File: src/rtl/peripheral_mpi_arbiter_pkg.sv
// Shared types and constants for the MPI buffer bus arbiter.
package peripheral_mpi_arbiter_pkg;

    typedef enum logic [1:0] {
        ST_IDLE    = 2'd0,
        ST_ACTIVE  = 2'd1,
        ST_RELEASE = 2'd2
    } mpi_arb_state_t;

    // Pointer starts at the last requester so requester 0 wins the first search.
    function automatic int unsigned ptr_reset_val(input int unsigned m);
        return m - 1;
    endfunction

endpackage

File: src/rtl/peripheral_mpi_rr_arbiter.sv
// Combinational round-robin pick: first set request searching upward from ptr+1.
module peripheral_mpi_rr_arbiter #(
    parameter int M  = 4,
    parameter int PW = $clog2(M)
) (
    input  logic [M-1:0]  req,
    input  logic [PW-1:0] ptr,
    output logic [M-1:0]  pick,
    output logic          valid
);

    logic [PW-1:0] idx;
    logic          found;

    always_comb begin
        pick  = '0;
        found = 1'b0;
        idx   = '0;
        for (int i = 1; i <= M; i++) begin
            idx = PW'((int'(ptr) + i) % M);
            if (!found && req[idx]) begin
                pick[idx] = 1'b1;
                found     = 1'b1;
            end
        end
    end

    assign valid = found;

endmodule

File: src/rtl/peripheral_mpi_bus_arbiter.sv
// Round-robin arbiter sharing the MPI buffer bus port among M requesters,
// one transaction per grant, with an optional hung-slave timeout.
//
// state      | meaning
// -----------+---------------------------------------------------------
// ST_IDLE    | no owner; pick next requester from ptr+1 upward
// ST_ACTIVE  | granted requester drives the bus until ack/err/timeout/abort
// ST_RELEASE | one dead cycle, grant=0, so the owner can drop req_en
module peripheral_mpi_bus_arbiter
    import peripheral_mpi_arbiter_pkg::*;
#(
    parameter int M       = 4,
    parameter int AW      = 32,
    parameter int DW      = 32,
    parameter int TIMEOUT = 255
) (
    input  logic          clk,
    input  logic          rst,
    input  logic [M*AW-1:0] req_addr,
    input  logic [M-1:0]  req_we,
    input  logic [M-1:0]  req_en,
    input  logic [M*DW-1:0] req_data_in,
    output logic [DW-1:0] req_data_out,
    output logic [M-1:0]  req_ack,
    output logic [M-1:0]  req_err,
    output logic [M-1:0]  grant,
    output logic [AW-1:0] bus_addr,
    output logic          bus_we,
    output logic          bus_en,
    output logic [DW-1:0] bus_data_in,
    input  logic [DW-1:0] bus_data_out,
    input  logic          bus_ack,
    input  logic          bus_err
);

    localparam int PW = $clog2(M);
    localparam int CW = (TIMEOUT > 0) ? $clog2(TIMEOUT + 1) : 1;
    localparam bit TMO_EN = (TIMEOUT > 0);
    localparam logic [CW-1:0] CNT_LAST = (TIMEOUT > 0) ? CW'(TIMEOUT - 1) : '0;
    localparam logic [CW-1:0] CNT_MAX  = CW'(TIMEOUT);
    localparam logic [PW-1:0] PTR_RST  = PW'(ptr_reset_val(M));

    mpi_arb_state_t state;
    logic [PW-1:0]  ptr;
    logic [CW-1:0]  cnt;
    logic [M-1:0]   pick;
    logic           pick_valid;
    logic [PW-1:0]  g_idx;
    logic           active;
    logic           en_g;
    logic           abort;
    logic           resp_ack;
    logic           resp_err;
    logic           tmo;

    peripheral_mpi_rr_arbiter #(.M(M), .PW(PW)) u_rr (
        .req   (req_en),
        .ptr   (ptr),
        .pick  (pick),
        .valid (pick_valid)
    );

    always_comb begin
        g_idx = '0;
        for (int i = 0; i < M; i++) begin
            if (grant[i]) g_idx = PW'(i);
        end
    end

    // Priority inside ACTIVE: abort, then err over ack, then timeout.
    assign active   = (state == ST_ACTIVE);
    assign en_g     = req_en[g_idx];
    assign abort    = active && !en_g;
    assign resp_err = active && en_g && bus_err;
    assign resp_ack = active && en_g && bus_ack && !bus_err;
    assign tmo      = TMO_EN && active && en_g && !bus_ack && !bus_err && (cnt >= CNT_LAST);

    assign bus_en       = active && en_g && !tmo;
    assign bus_we       = active ? req_we[g_idx] : 1'b0;
    assign bus_addr     = active ? req_addr[g_idx*AW +: AW] : '0;
    assign bus_data_in  = active ? req_data_in[g_idx*DW +: DW] : '0;
    assign req_data_out = resp_ack ? bus_data_out : '0;
    assign req_ack      = resp_ack ? grant : '0;
    assign req_err      = (resp_err || tmo) ? grant : '0;

    always_ff @(posedge clk or negedge rst) begin
        if (!rst) begin
            state <= ST_IDLE;
            grant <= '0;
            ptr   <= PTR_RST;
            cnt   <= '0;
        end else begin
            case (state)
                ST_IDLE: begin
                    if (pick_valid) begin
                        grant <= pick;
                        cnt   <= '0;
                        state <= ST_ACTIVE;
                    end
                end
                ST_ACTIVE: begin
                    if (abort) begin
                        ptr   <= g_idx;
                        grant <= '0;
                        state <= ST_IDLE;
                    end else if (resp_ack || resp_err || tmo) begin
                        ptr   <= g_idx;
                        grant <= '0;
                        state <= ST_RELEASE;
                    end else if (cnt != CNT_MAX) begin
                        cnt <= cnt + 1'b1;
                    end
                end
                ST_RELEASE: state <= ST_IDLE;
                default: begin
                    grant <= '0;
                    state <= ST_IDLE;
                end
            endcase
        end
    end

endmodule

File: config.mk
export PLATFORM = sky130hd
export DESIGN_NAME = peripheral_mpi_bus_arbiter
export DESIGN_NICKNAME = d
export VERILOG_FILES = /design/src/rtl/peripheral_mpi_arbiter_pkg.sv /design/src/rtl/peripheral_mpi_rr_arbiter.sv /design/src/rtl/peripheral_mpi_bus_arbiter.sv
export SDC_FILE = /design/constraint.sdc
export NUM_CORES = 1
export LEC_CHECK = 0
export ABC_AREA = 1
export BUFFER_PORTS_ARGS = -buffer_cell sky130_fd_sc_hd__buf_2
export CAP_MARGIN = 10
export CORE_AREA = 2 2 159 161
export CTS_CLUSTER_DIAMETER = 150
export DETAILED_ROUTE_END_ITERATION = 10
export DIE_AREA = 0 0 161 163
export PLACE_DENSITY = 0.43
export SYNTH_ARGS = -nofsm -noshare
export SYNTH_HDL_FRONTEND = slang
export SYNTH_SLANG_ARGS = --single-unit
export TNS_END_PERCENT = 5
File: constraint.sdc
create_clock -name clk -period 3.7 [get_ports clk]
set_clock_uncertainty 0.2 [all_clocks]
set_input_delay 0 -clock clk [delete_from_list [all_inputs] [get_ports clk]]
set_output_delay 0 -clock clk [all_outputs]
set_load 0.005 [all_outputs]
==> results.cfg <==
[power_and_ir_drop]
p_total_mw = 3.45
cellLeakagePower_nw = 3.61
seqPwrFrac_pct = 9.1
power_density_mw_per_mm2 = 547
power_switching_mw = 2.04
p_sw_share_pct = 59.0
internal-power_mw = 1.42
combPwrFrac_pct = 83.9
clkPwrFrac_pct = 7.0
ir_worst_vdd_v = 0.000257

[cts]
insertion_delay_ns = 0.25
htreeDepth = 1
cts_root_buf = clkbuf_16
tritoncts = done
clk_pin_slew_ns = 0.05
cts_buffer_depth = 2
clock-sinks = 16
cts_buffers = 3
ctsResizeCount = 0

[sta]
rsz0062_at_grt = false
totalNegativeSetupSlack_ns = 0
period_needed_ns = 2.89
fmax_ghz = 0.347
slew_viol_final = 0
timing.final.crit_share_pct = 78.0
tightest_slew_ns = 0.973
slew_headroom_pct = 35.1
hold_violations = 0
setup_viol_count_final = 0

[synthesis]
synth_top_area_share_pct = 30.3
yosysTopAreaCell = nor2_1
ys.warnings.count = 0
ys_seq_area_share_pct = 10.3
ys_top_cells_by_area = nor2_1, o21ai_0, dfrtp_1
synth_ff_type = dfrtp_1
syn_area_sq_mm = 0.00390
synth.ff_latch_count = 16
yosys-top-cells-count = nor2_1, o21ai_0, a21oi_1
synth_most_common_cell = nor2_1
synth_nets = 1095
ys_async_sr_fraction_pct = 100
syn_area_per_cell_sq_um = 4.97
syn_inst = 785
ys_types = 30
synth_edf_count = 0

[worst_setup_path]
critical_path.startpoint = grant[3]
crit_fanout = 69
crit_top_cell = nand2_2
cp_data_required_time_ns = 3.50
end_kind = primary output
crit_family = simple AND/OR/NAND/NOR gates
slowest_delay_ns = 0.68
timing.rr.start = grant[3]
critical_path_class = register to primary output
start_kind = register
crit_slowest_cell = buf_4
critical_path_buf_inv_count = 3
arrival_ns = 2.69
path_cells = inv_2 -> buf_4 -> o21ai_1 -> nand2_1 -> nand2_2 -> nor2_4 -> nand2_2 -> nor2_1 -> buf_2

[finish]
diodes = 0
area_delta_synth_final_pct = 61.8
final_util_pct = 25.6
drive_gt1_share_pct = 39.7
final_area_sq_mm = 0.00631
nets = 1466

[grt]
grt_overflow = 0
grtUsageTotal_pct = 15.8
grt_max_degree = 70
antenna_found_initial = 1
grt_pass1_wl_microns = 33000
grt_pass1_vias = 6033

[run]
maxCapViolCount = 0

[worst_hold_path]
worstHoldStart = bus_ack
min_path_type = input port to register

[placement]
dp_hpwl_microns = 17800
io_buffers = 409
gp_congestion = 0.849
place_area_sq_mm = 0.00621

[routing]
drc = 0
drt-total-wl_microns = 22600
drt_pass1_iterations = 7
first_iter_violations = 391
dr_total_vias = 6519
wire_per_inst_microns = 15.2
viasPerCell = 4.39
final_antenna_net_count = 0

[floorplan]
die_h_microns = 163
start_util_pct = 15.8
die_w_microns = 161
rows = 58
io_pins = 410
coreArea_sq_mm = 0.0247
dieArea_sq_mm = 0.0262

[status]
status = completed
-- cells in the final DEF, fill, tap and decap left out, drive strengths merged --
| cell type | synthesis | routed |
|---|---|---|
| a21oi | 68 | 68 |
| a31o | 1 | 1 |
| buf | 23 | 419 |
| clkbuf | 31 | 4 |
| dfrtp | 14 | 14 |
| dfstp | 2 | 2 |
| dlygate4sd3 | 0 | 1 |
| ha | 10 | 10 |
| inv | 58 | 58 |
| nand2 | 75 | 75 |
| nand3 | 28 | 28 |
| nand3b | 4 | 4 |
| nand4 | 13 | 13 |
| nor2 | 320 | 320 |
| nor3b | 1 | 1 |
| o21ai | 134 | 134 |
| o2bb2ai | 1 | 1 |
| o31ai | 1 | 1 |
| xor2 | 1 | 1 |
-- power by group through the flow --
stage	Clock (mW)	Sequential [mW]	Combinational [mW]
after global routing	0.258	0.321	3.27
after detailed placement	0	0.316	2.93
after CTS	0.245	0.313	2.94
after global placement	0	0.314	2.95
final	0.241	0.314	2.90
after floorplan	0	0.273	1.81
-- worst register-to-register path, stage by stage, from the launching register on --
cell and delay, ns:
dfrtp_1 0.43, inv_2 0.08, buf_4 0.68, o21ai_1 0.16, nand2_1 0.13, nand2_2 0.09
nor2_4 0.13, o21ai_2 0.21, nand3_4 0.19, nand2_1 0.07, nand2_1 0.06
-- routing by layer --
metal	routed length, microns	GRT usage (%)
met5	13	0
met4	336	3.29
met1	8930	19.1
met3	1910	2.80
met2	11400	29.2
-- worst paths after layout --
| check | to | slack [ns] | cells past startpoint |
|---|---|---|---|
| setup / recovery | req_data_out[4] | 0.81 | 9 |
| max in group asynchronous | ptr[0] | 2.98 | 2 |
| setup reg to reg | cnt[3] | 1.22 | 10 |
| hold / removal | state[0] | 0.001 | 4 |
| hold reg to reg | cnt[6] | 0.30 | 2 |
| min in group asynchronous | state[0] | 0.01 | 2 |
-- layout make-up --
type                       count  area, sq um
fill                        2907        18400
multi-input combinational    657         3060
timing repair buffer         420         2130
tap                          330          413
sequential                    16          404
inverter                      58          218
clock buffer                   4         88.8
-- sequential cells by signal, indices dropped and copies added, names as in the netlist --
signal and flops:
grant 4, ptr 2, state 2, cnt 8
-- metrics by stage --
stage / setup WS (ns) / std cells / hold WS [ns]
2_1_floorplan: 1.57 / 785 / -0.496
3_3_place_gp: 1.12 / 1480 / -0.251
3_5_place_dp: 1.03 / 1480 / -0.253
4_1_cts: 0.780 / 1485 / 0.00195
5_1_grt: 0.507 / 1485 / 0.0408
6_report: 0.814 / 1485 / 0.00133
-- cells by family (layout without fill, tap and decap cells) --
family / count (synthesis) / in the layout / synth area share [%]
AND/OR/NAND/NOR: 441 / 441 / 48.0
AO/OA/AOI/OAI: 205 / 205 / 26.7
flip-flops: 16 / 16 / 10.3
XOR/XNOR: 1 / 1 / 0.225
buffers and inverters: 112 / 482 / 11.5
adder cells (fa/ha/maj): 10 / 10 / 3.21
-- timing repair --
action                    CTS  global route
hold endpoints to repair   16             0
setup buffers               0             0
hold buffers                1             0
No activity file was read; power rests on OpenSTA's default activity.
